File: src/rtl/freq_meas_sched_if.sv
`default_nettype none
// ============================================================================
// Module  : freq_meas_sched_if
// Brief   : Signal bundle between the measurement sequencer, the counting
//           datapath, the shared divider and the display driver.
// Rev     : 1.0  initial release
// ============================================================================
interface freq_meas_sched_if;
    logic        meas_en;
    logic        gate_soft;
    logic        cnt_clr;
    logic        cnt_vld;
    logic [31:0] cnt_x;
    logic [31:0] cnt_std;
    logic        div_start;
    logic [63:0] div_num;
    logic [31:0] div_den;
    logic        div_done;
    logic [31:0] div_q;
    logic [19:0] disp_data;
    logic        disp_unit;
    logic [5:0]  disp_point;
    logic        meas_done;
    logic        err_nosig;
    logic        err_ovf;

    modport master (
        input  meas_en, cnt_vld, cnt_x, cnt_std, div_done, div_q,
        output gate_soft, cnt_clr, div_start, div_num, div_den,
               disp_data, disp_unit, disp_point, meas_done, err_nosig, err_ovf
    );

    modport slave (
        output meas_en, cnt_vld, cnt_x, cnt_std, div_done, div_q,
        input  gate_soft, cnt_clr, div_start, div_num, div_den,
               disp_data, disp_unit, disp_point, meas_done, err_nosig, err_ovf
    );
endinterface
`default_nettype wire

File: src/rtl/freq_meas_sched.sv
`default_nettype none
// ============================================================================
// Module  : freq_meas_sched
// Brief   : Equal-precision frequency meter sequencer: gate timing, count
//           collection, divider handshake and display auto-ranging.
// Rev     : 1.0  initial release
// ============================================================================
module freq_meas_sched #(
    parameter int unsigned CLK_FREQ = 50_000_000,
    parameter int unsigned PRE_CYC  = 12_500_000,
    parameter int unsigned GATE_CYC = 50_000_000,
    parameter int unsigned POST_CYC = 12_500_000,
    parameter int unsigned TMO_CYC  = 1_000_000
) (
    input  wire logic          sys_clk,
    input  wire logic          sys_rst,
    freq_meas_sched_if.master  bus
);

    localparam logic [31:0] c_RANGE_LAST = 32'd32;
    localparam logic [31:0] c_DISP_MAX   = 32'd999_999;
    localparam logic [9:0]  c_KILO       = 10'd1000;
    localparam logic [5:0]  c_DISP_POINT = 6'b001000;

    typedef enum logic [2:0] {
        S_IDLE     = 3'd0,
        S_PRE      = 3'd1,
        S_GATE     = 3'd2,
        S_POST     = 3'd3,
        S_WAIT_CNT = 3'd4,
        S_DIV_WAIT = 3'd5,
        S_RANGE    = 3'd6,
        S_UPDATE   = 3'd7
    } state_t;

    state_t      r_state;
    state_t      w_next;
    logic [31:0] r_cnt;

    logic        r_gate;
    logic        r_cnt_clr;
    logic        r_div_start;
    logic [63:0] r_div_num;
    logic [31:0] r_div_den;
    logic [31:0] r_hz;
    logic [31:0] r_quo;
    logic [9:0]  r_rem;
    logic [19:0] r_disp_data;
    logic        r_disp_unit;
    logic        r_meas_done;
    logic        r_err_nosig;
    logic        r_err_ovf;

    logic        w_take_div;
    logic [10:0] w_rem_sh;
    logic        w_ge;
    logic [9:0]  w_rem_nxt;
    logic [31:0] w_quo_nxt;
    logic [19:0] w_res_data;
    logic        w_res_unit;
    logic        w_res_nosig;
    logic        w_res_ovf;

    always_ff @(posedge sys_clk or posedge sys_rst) begin
        if (sys_rst) begin
            r_state <= S_IDLE;
        end else begin
            r_state <= w_next;
        end
    end

    always_comb begin
        w_next     = r_state;
        w_take_div = 1'b0;
        case (r_state)
            S_IDLE:     if (bus.meas_en) w_next = S_PRE;
            S_PRE:      if (r_cnt == PRE_CYC - 1) w_next = S_GATE;
            S_GATE:     if (r_cnt == GATE_CYC - 1) w_next = S_POST;
            S_POST:     if (r_cnt == POST_CYC - 1) w_next = S_WAIT_CNT;
            S_WAIT_CNT: begin
                if (bus.cnt_vld) begin
                    if (bus.cnt_std != 32'd0) begin
                        w_next     = S_DIV_WAIT;
                        w_take_div = 1'b1;
                    end else begin
                        w_next = S_UPDATE;
                    end
                end else if (r_cnt == TMO_CYC - 1) begin
                    w_next = S_UPDATE;
                end
            end
            S_DIV_WAIT: if (bus.div_done) w_next = S_RANGE;
            S_RANGE:    if (r_cnt == c_RANGE_LAST) w_next = S_UPDATE;
            S_UPDATE:   w_next = bus.meas_en ? S_PRE : S_IDLE;
            default:    w_next = S_IDLE;
        endcase
    end

    // One restoring step of Hz / 1000; the remainder always stays below 1000.
    always_comb begin
        w_rem_sh  = {r_rem, r_quo[31]};
        w_ge      = (w_rem_sh >= {1'b0, c_KILO});
        w_rem_nxt = w_ge ? (w_rem_sh[9:0] - c_KILO) : w_rem_sh[9:0];
        w_quo_nxt = {r_quo[30:0], w_ge};
    end

    // Result presented on UPDATE entry; in RANGE the last step's quotient is w_quo_nxt.
    always_comb begin
        w_res_data  = 20'd0;
        w_res_unit  = 1'b0;
        w_res_nosig = 1'b0;
        w_res_ovf   = 1'b0;
        if (r_state == S_WAIT_CNT) begin
            w_res_nosig = 1'b1;
        end else if (r_hz <= c_DISP_MAX) begin
            w_res_data = r_hz[19:0];
        end else if (w_quo_nxt <= c_DISP_MAX) begin
            w_res_data = w_quo_nxt[19:0];
            w_res_unit = 1'b1;
        end else begin
            w_res_data = c_DISP_MAX[19:0];
            w_res_unit = 1'b1;
            w_res_ovf  = 1'b1;
        end
    end

    always_ff @(posedge sys_clk or posedge sys_rst) begin
        if (sys_rst) begin
            r_cnt       <= 32'd0;
            r_gate      <= 1'b0;
            r_cnt_clr   <= 1'b0;
            r_div_start <= 1'b0;
            r_div_num   <= 64'd0;
            r_div_den   <= 32'd0;
            r_hz        <= 32'd0;
            r_quo       <= 32'd0;
            r_rem       <= 10'd0;
            r_disp_data <= 20'd0;
            r_disp_unit <= 1'b0;
            r_meas_done <= 1'b0;
            r_err_nosig <= 1'b0;
            r_err_ovf   <= 1'b0;
        end else begin
            r_cnt       <= (w_next != r_state) ? 32'd0 : r_cnt + 32'd1;
            r_gate      <= (w_next == S_GATE);
            r_cnt_clr   <= (w_next == S_PRE) && (r_state != S_PRE);
            r_div_start <= w_take_div;
            r_meas_done <= (w_next == S_UPDATE);
            if (w_take_div) begin
                r_div_num <= {32'd0, bus.cnt_x} * 64'(CLK_FREQ);
                r_div_den <= bus.cnt_std;
            end
            if ((r_state == S_DIV_WAIT) && bus.div_done) begin
                r_hz <= bus.div_q;
            end
            if (r_state == S_RANGE) begin
                if (r_cnt == 32'd0) begin
                    r_quo <= r_hz;
                    r_rem <= 10'd0;
                end else begin
                    r_quo <= w_quo_nxt;
                    r_rem <= w_rem_nxt;
                end
            end
            if (w_next == S_UPDATE) begin
                r_disp_data <= w_res_data;
                r_disp_unit <= w_res_unit;
                r_err_nosig <= w_res_nosig;
                r_err_ovf   <= w_res_ovf;
            end
        end
    end

    assign bus.gate_soft  = r_gate;
    assign bus.cnt_clr    = r_cnt_clr;
    assign bus.div_start  = r_div_start;
    assign bus.div_num    = r_div_num;
    assign bus.div_den    = r_div_den;
    assign bus.disp_data  = r_disp_data;
    assign bus.disp_unit  = r_disp_unit;
    assign bus.disp_point = c_DISP_POINT;
    assign bus.meas_done  = r_meas_done;
    assign bus.err_nosig  = r_err_nosig;
    assign bus.err_ovf    = r_err_ovf;

endmodule
`default_nettype wire

File: src/flat_wrapper.sv
// flat-port wrapper written by rule: the top's interface ports become plain ports
module freq_meas_sched_flat 
#(
    parameter int unsigned CLK_FREQ = 50_000_000,
    parameter int unsigned PRE_CYC  = 12_500_000,
    parameter int unsigned GATE_CYC = 50_000_000,
    parameter int unsigned POST_CYC = 12_500_000,
    parameter int unsigned TMO_CYC  = 1_000_000
)
  (sys_clk, sys_rst, bus_meas_en, bus_cnt_vld, bus_cnt_x, bus_cnt_std, bus_div_done, bus_div_q, bus_gate_soft, bus_cnt_clr, bus_div_start, bus_div_num, bus_div_den, bus_disp_data, bus_disp_unit, bus_disp_point, bus_meas_done, bus_err_nosig, bus_err_ovf);
  freq_meas_sched_if bus_i ();
  input  wire logic sys_clk;
  input  wire logic sys_rst;
  input wire logic [$bits(bus_i.meas_en)-1:0] bus_meas_en;
  input wire logic [$bits(bus_i.cnt_vld)-1:0] bus_cnt_vld;
  input wire logic [$bits(bus_i.cnt_x)-1:0] bus_cnt_x;
  input wire logic [$bits(bus_i.cnt_std)-1:0] bus_cnt_std;
  input wire logic [$bits(bus_i.div_done)-1:0] bus_div_done;
  input wire logic [$bits(bus_i.div_q)-1:0] bus_div_q;
  output wire logic [$bits(bus_i.gate_soft)-1:0] bus_gate_soft;
  output wire logic [$bits(bus_i.cnt_clr)-1:0] bus_cnt_clr;
  output wire logic [$bits(bus_i.div_start)-1:0] bus_div_start;
  output wire logic [$bits(bus_i.div_num)-1:0] bus_div_num;
  output wire logic [$bits(bus_i.div_den)-1:0] bus_div_den;
  output wire logic [$bits(bus_i.disp_data)-1:0] bus_disp_data;
  output wire logic [$bits(bus_i.disp_unit)-1:0] bus_disp_unit;
  output wire logic [$bits(bus_i.disp_point)-1:0] bus_disp_point;
  output wire logic [$bits(bus_i.meas_done)-1:0] bus_meas_done;
  output wire logic [$bits(bus_i.err_nosig)-1:0] bus_err_nosig;
  output wire logic [$bits(bus_i.err_ovf)-1:0] bus_err_ovf;
  assign bus_i.meas_en = bus_meas_en;
  assign bus_i.cnt_vld = bus_cnt_vld;
  assign bus_i.cnt_x = bus_cnt_x;
  assign bus_i.cnt_std = bus_cnt_std;
  assign bus_i.div_done = bus_div_done;
  assign bus_i.div_q = bus_div_q;
  assign bus_gate_soft = bus_i.gate_soft;
  assign bus_cnt_clr = bus_i.cnt_clr;
  assign bus_div_start = bus_i.div_start;
  assign bus_div_num = bus_i.div_num;
  assign bus_div_den = bus_i.div_den;
  assign bus_disp_data = bus_i.disp_data;
  assign bus_disp_unit = bus_i.disp_unit;
  assign bus_disp_point = bus_i.disp_point;
  assign bus_meas_done = bus_i.meas_done;
  assign bus_err_nosig = bus_i.err_nosig;
  assign bus_err_ovf = bus_i.err_ovf;
  freq_meas_sched #(.CLK_FREQ(CLK_FREQ), .PRE_CYC(PRE_CYC), .GATE_CYC(GATE_CYC), .POST_CYC(POST_CYC), .TMO_CYC(TMO_CYC)) u_core (.sys_clk(sys_clk), .sys_rst(sys_rst), .bus(bus_i));
endmodule
File: config.mk
export PLATFORM = sky130hd
export DESIGN_NAME = freq_meas_sched_flat
export DESIGN_NICKNAME = d
export VERILOG_FILES = /design/src/rtl/freq_meas_sched_if.sv /design/src/rtl/freq_meas_sched.sv /design/src/flat_wrapper.sv
export SDC_FILE = /design/constraint.sdc
export NUM_CORES = 1
export LEC_CHECK = 0
export CORE_ASPECT_RATIO = 0.75
export CORE_MARGIN = 3
export CORE_UTILIZATION = 50
export DETAILED_ROUTE_END_ITERATION = 8
export GPL_TIMING_DRIVEN = 0
export HOLD_SLACK_MARGIN = 0.06
export PLACE_DENSITY = 0.72
export SLEW_MARGIN = 20
export SYNTH_ARGS = -nofsm -noshare
export SYNTH_HDL_FRONTEND = slang
export SYNTH_SLANG_ARGS = --single-unit
File: constraint.sdc
create_clock -name sys_clk -period 11.7 [get_ports sys_clk]
set_input_delay 1.755 -clock sys_clk [delete_from_list [all_inputs] [get_ports sys_clk]]
set_output_delay 1.755 -clock sys_clk [all_outputs]
set_load 0.005 [all_outputs]
======== After elaboration in Yosys (flattened, before gate mapping) ========
Cells that the tools add are included.
storage, ports and cells
  input bits .............................. 101
  logic and storage cells ................. 69
  register bits ........................... 219
cells by class
  mux-type cells .......................... 27
  $add $sub $neg .......................... 2
  multipliers ............................. 1
  reductions and logical operators ........ 5
  order comparisons ....................... 3
  eq/ne operators ......................... 16
operators by type and width
  operator                  count
  $le A32 B20 Y1 const B    2
  $mux W32                  2
  $mux W20                  3
  $mul A32 B19 Y51 const B  1
  $add A32 B1 Y32 const B   1
  $eq A32 B20 Y1 const B    1
  $eq A32 B24 Y1 const B    1
  $eq A32 B26 Y1 const B    1
  $eq A32 B6 Y1 const B     1
  $logic_not A32 Y1         1
  $reduce_bool A32 Y1       1
  $mux W3                   8
  $pmux W3 S8               1
  $mux W10                  2
  $eq A3 B3 Y1 const B      5
  $ge A11 B10 Y1 const B    1
  $mux W1                   10
  $sub A10 B10 Y10 const B  1
  $eq A3 B2 Y1 const B      3
  $eq A3 B1 Y1 const B      2
  $logic_not A3 Y1          1
  $ne A3 B1 Y1 const B      1
  $ne A3 B3 Y1              1
  $logic_and A1 B1 Y1       2
  $mux W2                   1

======== Depth between registers and ports, before layout ========
  word-level depth ........................ 6
  mapped depth ............................ 23

======== Worst setup path after synthesis ========
No wires, ideal clock.
  kind .................................... input to register
  start point ............................. input port bus_cnt_x[5]
  end point ............................... register u_core.r_div_num[39] (netlist: u_core.bus.div_num[39])
  data required time ...................... 11.618 ns
  setup time .............................. 0.082 ns
  stages on the path ...................... 20
  buffers on the path ..................... 1
  data arrival time ....................... 6.991 ns
  slack ................................... 4.627 ns
  cell sequence ........................... inv_1 > fa_1 > fa_1 > inv_1 > fa_1 > fa_1 > fa_1 > inv_1 > fa_1 > inv_1 > ha_1 > clkbuf_2 > nand3_1 > nor3_1 > nand3_1 > o22ai_1 > a311oi_1 > o21a_1 > or3_1 > a31oi_1
between the ends
  cells in the longest elaborated chain, start to end .. 1
RTL lines
  item                  line                    source
  start, declared       flat_wrapper.sv:16      input wire logic [$bits(bus_i.cnt_x)-1:0] bus_cnt_x;
  $mul A32 B19 Y51      freq_meas_sched.sv:150  r_div_num <= {32'd0, bus.cnt_x} * 64'(CLK_FREQ);
  end signal, assigned  freq_meas_sched.sv:150
  end, declared         freq_meas_sched.sv:43   logic [63:0] r_div_num;
No other way between the ends.
A chain may end at the register's enable or synchronous reset.

======== Worst setup path after layout ========
  start point ............................. input port bus_cnt_x[4]
  end point ............................... register u_core.r_div_num[53] (netlist: u_core.bus.div_num[53])
The elaborated chain is that of the path after synthesis.

==> summary.md <==
| Metric | Value |
|---|---|
| Layout area overhead | 17.0% |
| Setup_tns | 0 ns |
| CORE AREA | 42600 sq um |
| Layout cells sized above 1 | 6.29% |
| Max FO, Critical Path | 8 |
| CP Capture Type | flop |
| Chip Width | 248 um |
| Fin nets | 3049 |
| CP max-delay cell | clkdlybuf4s50_1 |
| Cells on Worst Hold Path | 2 |
| Final non-filler cell area | 25600 sq um |
| Global-route wire length before repair | 92.7 mm |
| Die area | 46400 sq um |
| Number of flops mapped to enable cells by yosys | 0 |
| Setup Buffers After CTS | 0 |
| Final worst slack | 3.43 ns |
| CP Buf/Inv Count | 6 |
| Mapped Cells | 2199 |
| Die Y | 187 um |
| Max Slew Vio Count | 0 |
| Crit path kind | input port to flop |
| Initial Util | 51.4% |
| Yosys reg bits | 219 |
| Final period util | 70.7% |
| Drt pass-1 iters | 5 |
| Initial antenna violation count | 0 |
| Tmin final | 8.27 ns |
| ANT cells | 0 |
| DRC violations left | 0 |
| Crit path largest cell delay | 0.71 ns |
| Hold WC Path Type | flop to flop |
| Seq/Total Area, Yosys | 25.0% |
| RSZ-0062 raised after global routing | no |
| Max transition margin | 39.2% |
| Worst EP required | 12.06 ns |
| Worst clock skew | 0.00876 ns |
| Global route overflow | 0 |
| Row cnt | 65 |
| Placer congestion estimate | 0.898 |
| Ys async rst share | 100% |
| Placed cell area | 24800 sq um |
| GRT Total Usage | 25.1% |
| Synthesized area per cell | 9.96 sq um |
| Max clock buf depth | 3 |
| Synth Warn # | 0 |
| Iter 0 DRT Violations | 1240 |
| Final setup fails | 0 |
| DRT antenna net count | 0 |
| Hpwl dp | 46.8 mm |
| Buffers on Ports | 210 |
| Ports | 230 |
| Post-synth cell types | 79 |
| Pin count of the biggest net entering global routing | 91 |
| Reg clk slew, reported paths | 0.06 ns |
| Vias per std cell | 5.38 |
| Ys flop type | dfrtp_1 |
| Crit-path leading delay family | adder cells |
| Clock Tree Root | clkbuf_16 |
| Cts repair resizes | 0 |
| Via count | 16.3k |
| Crit path launch type | input port |
| Max-Cap Viols | 0 |
| Cell mode on critical path | fa_1 |
| Dpl ws | 2.95 ns |
| Post-Route WL | 56.1 mm |
| Hold buffer count at cts | 0 |
| Slew @ Worst Pin | 0.905 ns |
| Vias in the first global route | 17.2k |
| Total clock sinks | 219 |
| Reg2Reg Depth | 12 |
| Worst Path Arrival | 8.63 ns |
| Synthesized cell area | 21900 sq um |
| Worst-skew pair later-pin latency | 0.52 ns |
| Final hold violations | 0 |
| Critical path depth | 21 |
| CP Cell Sequence | clkdlybuf4s50_1 -> inv_1 -> fa_1 -> fa_1 -> inv_1 -> fa_1 -> fa_1 -> fa_1 -> inv_1 -> fa_1 -> inv_1 -> ha_1 -> clkbuf_2 -> nand3_1 -> nor3_1 -> nand3_1 -> o22ai_1 -> o21ai_0 -> a211oi_1 -> mux2i_1 -> o311ai_0 |
| CTS tree | done |
| Status | completed |
| Fmax | 121 MHz |
| CTS Buf Count | 23 |
| Htree depth | 1 |
| Drt wl/cell | 18.5 um |
## final timing paths
check / from / slack [ns] / end
hold reg to reg: u_core.bus.div_den[25] / 0.47 / u_core.bus.div_den[25]
setup reg to reg: u_core.r_cnt[0] / 8.42 / u_core.bus.disp_data[1]
max in group asynchronous: sys_rst / 8.92 / u_core.r_cnt[24]
setup / recovery: bus_cnt_x[4] / 3.43 / u_core.bus.div_num[53]
min in group asynchronous: sys_rst / 1.63 / u_core.bus.disp_data[7]
hold / removal: u_core.bus.div_den[25] / 0.47 / u_core.bus.div_den[25]
## routing by layer
layer  GRT usage (%)  part of all wire [%]
met5               0                     0
met1            39.6                    48
met3            5.17                   8.2
met4            2.94                   1.2
met2            36.7                    43
## final cells by class
class	instances	area (sq um)
timing repair buffer	212	2160
multi-input combinational	1501	14500
clock inverter	6	111
tap	569	712
fill	3633	17000
sequential	219	5480
inverter	418	1580
buffer	78	438
clock buffer	32	659
## tightest hold or removal path: stages (launching register included)
cell     delay, ns
dfrtp_1       0.34
nand2_1       0.05
nand2_1       0.05
## cell usage after synthesis (38+ instances only)
library cell	number	area [sq um]
a21o_1	39	293
a21oi_1	70	350
dfrtp_1	219	5480
fa_1	266	5330
ha_1	229	2870
inv_1	417	1570
mux2_2	38	428
nand2_1	245	920
nand3_1	42	210
nor2_1	53	199
o21ai_0	97	485
xor2_1	55	482
## stage by stage
| stage | hold slack (ns) | instances | util, % |
|---|---|---|---|
| 6_report | 0.473 | 3035 | 60.1 |
| 5_1_grt | 0.502 | 3035 | 60.1 |
| 4_1_cts | 0.478 | 3035 | 60.1 |
| 3_5_place_dp | 0.463 | 2997 | 58.3 |
| 3_3_place_gp | 0.457 | 2995 | 58.2 |
| 2_1_floorplan | 0.450 | 2216 | - |
## registers in the layout, indices dropped and copies added, names as in the netlist, 3 cells and up
signal and count:
u_core.r_rem 10, u_core.r_cnt 32, u_core.bus.div_den 32, u_core.r_state 3
u_core.r_hz 32, u_core.bus.div_num 51, u_core.r_quo 32, u_core.bus.disp_data 20
## layout by cell type (no fill, tap or decap), types with 9 or more instances in the layout
| master | synthesis | routed |
|---|---|---|
| inv_1 | 417 | 416 |
| fa_1 | 266 | 266 |
| nand2_1 | 245 | 245 |
| ha_1 | 229 | 229 |
| dfrtp_1 | 219 | 219 |
| clkdlybuf4s50_1 | 0 | 210 |
| o21ai_0 | 97 | 97 |
| a21oi_1 | 70 | 70 |
| xor2_1 | 55 | 55 |
| nor2_1 | 53 | 53 |
| nand3_1 | 42 | 42 |
| clkbuf_1 | 37 | 41 |
| a21o_1 | 39 | 39 |
| mux2_2 | 38 | 38 |
| mux2i_1 | 34 | 34 |
| xnor2_1 | 34 | 34 |
| nor2_4 | 29 | 29 |
| nor4_1 | 25 | 24 |
| clkbuf_16 | 0 | 23 |
| buf_4 | 21 | 21 |
| nor3_1 | 19 | 19 |
| conb_1 | 2 | 19 |
| nand4_1 | 17 | 17 |
| o31ai_1 | 15 | 15 |
| o2bb2ai_1 | 14 | 14 |
| a211oi_1 | 14 | 14 |
| o211ai_1 | 11 | 11 |
| a31oi_1 | 10 | 10 |
| and3_1 | 9 | 9 |
## kinds of logic (layout without fill, tap and decap cells)
family	Yosys count	count (layout)	share of synthesized area (%)
buffers and inverters	496	746	9.16
adders and majority gates	495	495	37.4
and+or+nand+nor	495	495	11.5
AOI/OAI and AO/OA	328	328	9.70
DFF	219	219	25.0
xor gates and xnor gates	89	89	3.56
muxes	75	75	3.68
other	2	19	0.0343
Power is not shown: default switching activity piles up to over one toggle a cycle in this logic, so the estimate is an artifact.
